--- config.mk ---
export PLATFORM = sky130hd
export DESIGN_NAME = struct_word_packer
export DESIGN_NICKNAME = d
export VERILOG_FILES = /design/src/rtl/struct_word_packer.sv
export SDC_FILE = /design/constraint.sdc
export NUM_CORES = 1
export LEC_CHECK = 0
export BUFFER_PORTS_ARGS = -buffer_cell sky130_fd_sc_hd__buf_4
export CORE_MARGIN = 1.5
export CORE_UTILIZATION = 25
export CTS_CLUSTER_DIAMETER = 100
export DETAILED_ROUTE_END_ITERATION = 10
export GPL_ROUTABILITY_DRIVEN = 0
export PLACE_DENSITY_LB_ADDON = 0.3
export SLEW_MARGIN = 20
export SYNTH_ARGS = -nofsm -noshare
export SYNTH_HDL_FRONTEND = slang
export SYNTH_SLANG_ARGS = --single-unit
--- constraint.sdc ---
create_clock -name clk -period 7.8 [get_ports clk]
set_clock_uncertainty 0.2 [all_clocks]
set_input_delay 0.39 -clock clk [delete_from_list [all_inputs] [get_ports clk]]
set_output_delay 0.39 -clock clk [all_outputs]
set_load 0.005 [all_outputs]
--- src/rtl/struct_word_packer.sv ---
// struct_word_packer
// Packs a stream of 4-bit field beats into one 4*NIBBLES-bit word and holds
// the finished word under a valid/ready handshake. A word closes when its last
// field is written or when in_last arrives early; unfilled fields take PAD.
//
// Ports:
//   clk, rst     clock (rising edge), asynchronous active-high reset
//   in_valid     beat present on in_nib
//   in_ready     packer can take the beat this cycle
//   in_nib       field value
//   in_last      beat closes the current word (qualified by in_valid)
//   out_valid    out_data holds a completed word
//   out_ready    consumer takes the word this cycle
//   out_data     packed word, field 0 in the LSB nibble
//   out_partial  word was closed early by in_last
module struct_word_packer #(
  parameter int unsigned NIBBLES = 8,
  parameter logic [3:0]  PAD     = 4'h0
) (
  input  logic                 clk,
  input  logic                 rst,
  input  logic                 in_valid,
  output logic                 in_ready,
  input  logic [3:0]           in_nib,
  input  logic                 in_last,
  output logic                 out_valid,
  input  logic                 out_ready,
  output logic [4*NIBBLES-1:0] out_data,
  output logic                 out_partial
);

  localparam int unsigned CntW = (NIBBLES > 1) ? $clog2(NIBBLES) : 1;
  localparam int unsigned W    = 4 * NIBBLES;
  localparam logic [CntW-1:0] LastIdx = CntW'(NIBBLES - 1);

  logic [CntW-1:0] cnt_q, cnt_d;
  logic [W-1:0]    asm_q, asm_d;
  logic            valid_q, valid_d;
  logic [W-1:0]    data_q, data_d;
  logic            partial_q, partial_d;

  logic            close_cand;
  logic            accept;
  logic [31:0]     cnt_ext;
  logic [W-1:0]    word_closed;

  assign close_cand = (cnt_q == LastIdx) || in_last;
  // Only a closing beat needs the output register, so only it can stall.
  assign in_ready   = !(close_cand && valid_q && !out_ready);
  assign accept     = in_valid && in_ready;
  assign cnt_ext    = 32'(cnt_q);

  // Word as it would look if the current beat closed it.
  always_comb begin
    word_closed = '0;
    for (int unsigned i = 0; i < NIBBLES; i++) begin
      if (i < cnt_ext) begin
        word_closed[4*i +: 4] = asm_q[4*i +: 4];
      end else if (i == cnt_ext) begin
        word_closed[4*i +: 4] = in_nib;
      end else begin
        word_closed[4*i +: 4] = PAD;
      end
    end
  end

  always_comb begin
    cnt_d     = cnt_q;
    asm_d     = asm_q;
    valid_d   = valid_q;
    data_d    = data_q;
    partial_d = partial_q;

    if (valid_q && out_ready) begin
      valid_d = 1'b0;
    end

    if (accept) begin
      if (close_cand) begin
        cnt_d     = '0;
        asm_d     = '0;
        // A load on the same edge as a take keeps out_valid high: no bubble.
        valid_d   = 1'b1;
        data_d    = word_closed;
        partial_d = (cnt_q != LastIdx);
      end else begin
        cnt_d                 = cnt_q + CntW'(1);
        asm_d[4*cnt_q +: 4]   = in_nib;
      end
    end
  end

  always_ff @(posedge clk or posedge rst) begin
    if (rst) begin
      cnt_q     <= '0;
      asm_q     <= '0;
      valid_q   <= 1'b0;
      data_q    <= '0;
      partial_q <= 1'b0;
    end else begin
      cnt_q     <= cnt_d;
      asm_q     <= asm_d;
      valid_q   <= valid_d;
      data_q    <= data_d;
      partial_q <= partial_d;
    end
  end

  assign out_valid   = valid_q;
  assign out_data    = data_q;
  assign out_partial = partial_q;

endmodule

==> out/results.md, run 1 <==
* **result of the run** finished, final reports clean
* **transition at the pin with the smallest max-transition slack** 1.01 ns
* **proportion of synthesized chip area in sequential cells** 52.1%
* **die outline width** 115 µm
* **Hold Path Class** input port to asynchronous set/reset pin
* **remaining global-route overflow** 0
* **CTS buffer count** 9
* **post-cts sizing count** 0
* **initial core utilization** 25.8%
* **slowest stage cell on the critical path** sky130_fd_sc_hd__nand3_2
* **area growth from synthesis to final layout** 21.9%
* **Cell Pwr Density** 237 mW/mm²
* **crit path time final** 3.30 ns
* **number of cells traversed by the worst register-to-register path** 5
* **remaining antenna violation count after routing** 0
* **upper clock frequency limit** 0.303 GHz
* **top post-synthesis cells by area** sky130_fd_sc_hd__dfrtp_1 52%, sky130_fd_sc_hd__nand2_1 5.6%, sky130_fd_sc_hd__o21ai_0 5.1%, sky130_fd_sc_hd__nand3_1 4.3%, sky130_fd_sc_hd__mux2i_1 4.2%
* **post-synth top area share** 52.1%
* **average detailed-routed wire length per instance** 15.9 µm
* **maxcap violations** 0
* **pin count of the biggest net entering global routing** 66
* **vertical die dimension** 115 µm
* **Detailed Routing Iterations Pass 1** 4
* **CP peak stage delay** 0.83 ns
* **leading area contributor after synthesis** sky130_fd_sc_hd__dfrtp_1
* **crit path launch type** flop
* **type of destination of the critical path** flop
* **headroom to the max-slew limit** 32.8%
* **gate count after technology mapping** 321
* **end of the worst register-to-register path** out_data[28]
* **Max rail drop VDD** 0.111 mV
* **syn nets** 338
* **worst path arrival time** 3.32 ns
* **hold buffers post-CTS** 0
* **setup TNS** 0 ns
* **cell family with the largest share of critical-path delay** simple AND/OR/NAND/NOR gates
* **critical-path maximum fanout** 57
* **Post-CTS Setup Inserts** 0
* **number of design rule violations left after detail routing** 0
* **setup repair after global routing missed its margin** false
* **detailed router's first-iteration violation count** 182
* **nets@finish** 370
* **Ant. Diodes** 0
* **Yosys reg bits** 65
* **clock latency on the worst-skew pair** 0.33 ns
* **routed via count** 2524
* **Longest Clk Path Bufs** 2
* **endpoints failing hold** 0
* **Synth Area per Inst** 9.73 µm²
* **Buffers & Inverters on Critical Path** 0
* **DPL Wire Length** 5550 µm
* **clock edge transition at the registers on the reported setup and hold paths** 0.05 ns
* **cell area after synthesis** 0.00312 mm²
* **total routing resource utilization after global routing** 13.5%
* **number of clock sinks seen by CTS** 65
* **beginning of the worst register-to-register path** cnt_q[1]
* **Levels on crit path** 5
* **total of fill cells in the finished design** 1277
* **area of the core** 0.0121 mm²
* **required time of the critical path** 7.82 ns
* **wire length of the first global-routing pass** 13600 µm
* **ports placed on the boundary** 44
* **yosys warns** 0
* **count of endpoints failing setup in the final report** 0
* **pre-CTS setup slack** 4.50 ns
* **dominant cell type by count on the critical path** sky130_fd_sc_hd__ha_1
* **number of antenna violations at the first check in global routing** 0
* **share of final-layout standard cells stronger than drive strength 1** 18.0%
* **Port Buf Inserts** 43
* **total count of max-transition violations in the final report** 0
* **WL final** 8330 µm
* **via count of the first global-routing pass** 2481
* **final setup margin** 4.50 ns
* **number of H-tree branching levels** 3
* **die area** 0.0132 mm²
* **CTS tree** built
* **Placement Rows** 40
* **average vias per placed instance** 4.83
* **final critical-path share of the clock period** 42.4%
* **Unique masters post-synth** 37
* **cell-by-cell trace of the critical path** ha_1 > ha_1 > or2_1 > nand3_2 > a32o_1
* **critical path class** flop to flop
* **leakage power total** 1.70 nW
* **root buffer selected by CTS** sky130_fd_sc_hd__clkbuf_16
* **reg-to-reg slack, setup** 4.50 ns
## layout make-up
type	instances	area, µm²	area share [%]
clock inverters	1	5.00	0.131
repair buffers	44	330	8.68
multi-input cells	225	1360	35.7
clock buffers	12	246	6.48
well taps	168	210	5.52
flip-flops and latches	65	1630	42.7
inverters	8	30.0	0.789
## Yosys cell counts (all sizes together)
library cell and n:
a21oi 5, a22o 8, a31oi 16, a32o 4
a32oi 8, and2 3, and3 8, and4b 1
buf 13, clkbuf 10, dfrtp 65, ha 8
inv 8, mux2i 13, nand2 48, nand2b 3
nand3 27, nand4 1, nand4b 1, nor2 22
nor2b 2, nor3 2, nor4 2, nor4b 1
o2111ai 2, o21a 1, o21ai 37, or2 1
or3 1
## stage by stage
step	hold slack, ns	power [mW]	util (%)	instance area [µm²]	cells
after floorplan	0.262	0.494	-	3120	321
after global placement	0.272	0.554	29.3	3550	510
after detailed placement	0.273	0.556	29.3	3550	510
after CTS	0.148	0.914	31.4	3810	523
after global routing	0.194	0.948	31.4	3810	523
final	0.0797	0.903	31.4	3810	523
## worst max-delay path by stage
stage / start / to / slack [ns]
2_1_floorplan: cnt_q[1] / asm_q[16] / 5.34
3_3_place_gp: cnt_q[2] / out_data[29] / 4.60
3_5_place_dp: cnt_q[1] / out_data[28] / 4.50
4_1_cts: cnt_q[2] / out_data[28] / 4.49
5_1_grt: cnt_q[1] / asm_q[27] / 4.14
6_report: cnt_q[1] / out_data[28] / 4.50
## report_power, final
part | total [mW] | internal, mW | switching [mW]
Combinational | 0.161 | 0.0643 | 0.0972
Sequential | 0.389 | 0.362 | 0.0261
Clock | 0.353 | 0.217 | 0.136
Total | 0.903 | 0.644 | 0.259
## flip-flops by register name, summed over array words and instances, names as in the netlist
name,cells
asm_q,28
out_valid,1
out_data,32
out_partial,1
cnt_q,3
## cells by family after synthesis
kind of cell	share of synthesized area, %
AND/OR/NAND/NOR	19.3
flip-flops	52.1
multiplexers	4.17
buffers and inverters	4.61
AO/OA/AOI/OAI	16.6
adder cells (fa/ha/maj)	3.21
## layer usage
metal	share of wire, %	GRT usage, %	vias up	routed length, µm
li1	-	-	1217	-
met1	45	16.9	1237	3790
met2	48	21.9	51	4000
met3	3.7	2.48	19	307
met4	2.9	7.98	0	238
met5	0	0	-	0
## placed cells by master, fill, tap and decap left out, types with 4 or more instances in the layout
cell type / instances
sky130_fd_sc_hd__a31oi_1: 16
sky130_fd_sc_hd__a21oi_1: 5
sky130_fd_sc_hd__nor2_1: 21
sky130_fd_sc_hd__buf_4: 44
sky130_fd_sc_hd__mux2i_1: 13
sky130_fd_sc_hd__o21ai_1: 4
sky130_fd_sc_hd__a32oi_1: 8
sky130_fd_sc_hd__nand2_1: 47
sky130_fd_sc_hd__a22o_1: 8
sky130_fd_sc_hd__a32o_1: 4
sky130_fd_sc_hd__o21ai_0: 32
sky130_fd_sc_hd__inv_1: 7
sky130_fd_sc_hd__clkbuf_16: 9
sky130_fd_sc_hd__nand3_1: 26
sky130_fd_sc_hd__dfrtp_1: 65
sky130_fd_sc_hd__and3_1: 6
sky130_fd_sc_hd__ha_1: 8
## worst min-delay path, delay by kind of cell
kind / cells / cell delay [ns]
buffers and inverters: 3 / 0.75
Power figures use the tool's default switching activity.
==> run 2, diff against run 1 <==
Clock period 7.8 ns to 3 ns, I/O delays scaled along.
==> out/results.md, run 2 (synthesis results as in run 1) <==
* **remaining global-route overflow** 0, unchanged
* **Placement Rows** 40, unchanged
* **upper clock frequency limit** 0.378 GHz, +25%
* **average vias per placed instance** 4.80, -0.58%
* **dominant cell type by count on the critical path** sky130_fd_sc_hd__ha_1
* **die outline width** 115 µm, unchanged
* **number of design rule violations left after detail routing** 0, unchanged
* **Buffers & Inverters on Critical Path** 2, +2
* **CTS tree** built
* **critical-path maximum fanout** 14, -75%
* **routed via count** 2591, +2.7%
* **Design Area, Final** 0.00401 mm², +5.4%
* **slowest stage cell on the critical path** sky130_fd_sc_hd__ha_1
* **final critical-path share of the clock period** 88.3%, +46 points
* **final setup margin** 0.352 ns, -4.14 ns
* **CP peak stage delay** 0.44 ns, -0.39 ns
* **Power, Total** 2.60 mW, +190%
* **WL final** 8470 µm, +1.7%
* **CP Launch Point** cnt_q[0]
* **Ant. Diodes** 0, unchanged
* **setup repair after global routing missed its margin** false
* **Cell Pwr Density** 648 mW/mm², +170%
* **pre-CTS setup slack** 0.365 ns, -4.13 ns
* **via count of the first global-routing pass** 2572, +3.7%
* **total routing resource utilization after global routing** 13.5%, -0.052 points
* **number of H-tree branching levels** 3, unchanged
* **share of final-layout standard cells stronger than drive strength 1** 19.9%, +1.9 points
* **Port Buf Inserts** 43, unchanged
* **worst path arrival time** 2.67 ns, -0.65 ns
* **maxcap violations** 0, unchanged
* **DPL Wire Length** 5650 µm, +1.8%
* **vertical die dimension** 115 µm, unchanged
* **cell family with the largest share of critical-path delay** adder cells
* **Max rail drop VDD** 0.295 mV, +160%
* **beginning of the worst register-to-register path** cnt_q[0]
* **clock latency on the worst-skew pair** 0.33 ns, about the same
* **type of destination of the critical path** flop
* **average detailed-routed wire length per instance** 15.7 µm, -1.5%
* **number of antenna violations at the first check in global routing** 0, unchanged
* **pin count of the biggest net entering global routing** 66, unchanged
* **detailed router's first-iteration violation count** 203, +12%
* **destination of the critical timing path** asm_q[19]
* **flip-flop count of the largest register, all copies and words added** 32, unchanged
* **required time of the critical path** 3.02 ns, -4.80 ns
* **number of cells traversed by the worst register-to-register path** 8, +3
* **Detailed Routing Iterations Pass 1** 4, unchanged
* **clock edge transition at the registers on the reported setup and hold paths** 0.05 ns, about the same
* **initial core utilization** 25.8%, unchanged
* **remaining antenna violation count after routing** 0, unchanged
* **root buffer selected by CTS** sky130_fd_sc_hd__clkbuf_16
* **die area** 0.0132 mm², unchanged
* **end of the worst register-to-register path** asm_q[19]
* **Hold Path Class** input port to flop
* **headroom to the max-slew limit** 44.4%, +12 points
* **Longest Clk Path Bufs** 2, unchanged
* **area growth from synthesis to final layout** 28.4%
* **count of endpoints failing setup in the final report** 0, unchanged
* **instance area after placement** 0.00363 mm², +2.0%
* **critical path class** flop to flop
* **crit path time final** 2.65 ns, -0.656 ns
* **CTS buffer count** 9, unchanged
* **post-cts sizing count** 0, unchanged
* **setup TNS** 0 ns, unchanged
* **leading cell types in the layout, fill and taps excluded** 65 x sky130_fd_sc_hd__dfrtp_1, 51 x sky130_fd_sc_hd__buf_4, 47 x sky130_fd_sc_hd__nand2_1
* **result of the run** finished, final reports clean
* **hold buffers post-CTS** 6, +6
* **leakage power total** 1.80 nW, +6.0%
* **transition at the pin with the smallest max-transition slack** 0.834 ns, -0.172 ns
* **cell-by-cell trace of the critical path** buf_4 > inv_1 > ha_1 > ha_1 > nand2b_1 > nor4_1 > o21ai_0 > a22o_1
* **number of clock sinks seen by CTS** 65, unchanged
* **total count of max-transition violations in the final report** 0, unchanged
* **nets@finish** 384, +3.8%
* **endpoints failing hold** 0, unchanged
* **Levels on crit path** 8, +3
* **ports placed on the boundary** 44, unchanged
* **Post-CTS Setup Inserts** 0, unchanged
* **reg-to-reg slack, setup** 0.35 ns, -4.14 ns
* **area of the core** 0.0121 mm², unchanged
* **wire length of the first global-routing pass** 13600 µm, about the same
* **most common cell after layout, fill and taps aside** sky130_fd_sc_hd__dfrtp_1
* **crit path launch type** flop
## run 2: through the flow
stage,cells,utilization (%),hold slack (ns)
floorplan,321,-,0.136
global placement,518,29.9,0.244
detailed placement,518,29.9,0.259
CTS,540,33.1,0.0858
global route,540,33.1,0.108
finish,540,33.1,0.0928
## run 2: worst min path at each step
stage / slack [ns] / end / from / depth (start not counted)
floorplan: 0.14 / out_data[20] / in_nib[0] / 2
global placement: 0.24 / out_data[18] / rst / 3
detailed placement: 0.26 / out_data[18] / rst / 3
CTS: 0.09 / asm_q[3] / in_last / 5
global route: 0.11 / asm_q[3] / in_last / 5
finish: 0.09 / out_valid / out_ready / 3
## run 2: area by class of cell
type,instances,area [µm²]
clock inverter,2,60.1
tap,168,210
sequential,65,1630
inverter,8,30.0
timing repair buffer,58,463
fill,1248,8100
clock buffer,14,264
multi-input combinational,225,1360
## run 2: metal layers
metal | wire [µm] | track usage (%)
met5 | 0 | 0
met4 | 211 | 6.34
met3 | 505 | 4.01
met2 | 4060 | 21.4
met1 | 3690 | 16.9
## run 2: worst min-delay path, cell delays in order
cell	delay, ns
sky130_fd_sc_hd__buf_4	0.07
sky130_fd_sc_hd__nand2b_1	0.27
sky130_fd_sc_hd__nand2_1	0.09
## run 2: where the power goes
| group | switching [mW] | leakage [nW] | internal [mW] | total [mW] |
|---|---|---|---|---|
| Combinational | 0.287 | 0.777 | 0.191 | 0.478 |
| Clock | 0.368 | 0.157 | 0.773 | 1.14 |
| Sequential | 0.0380 | 0.871 | 0.943 | 0.981 |
| Total | 0.692 | 1.80 | 1.91 | 2.60 |
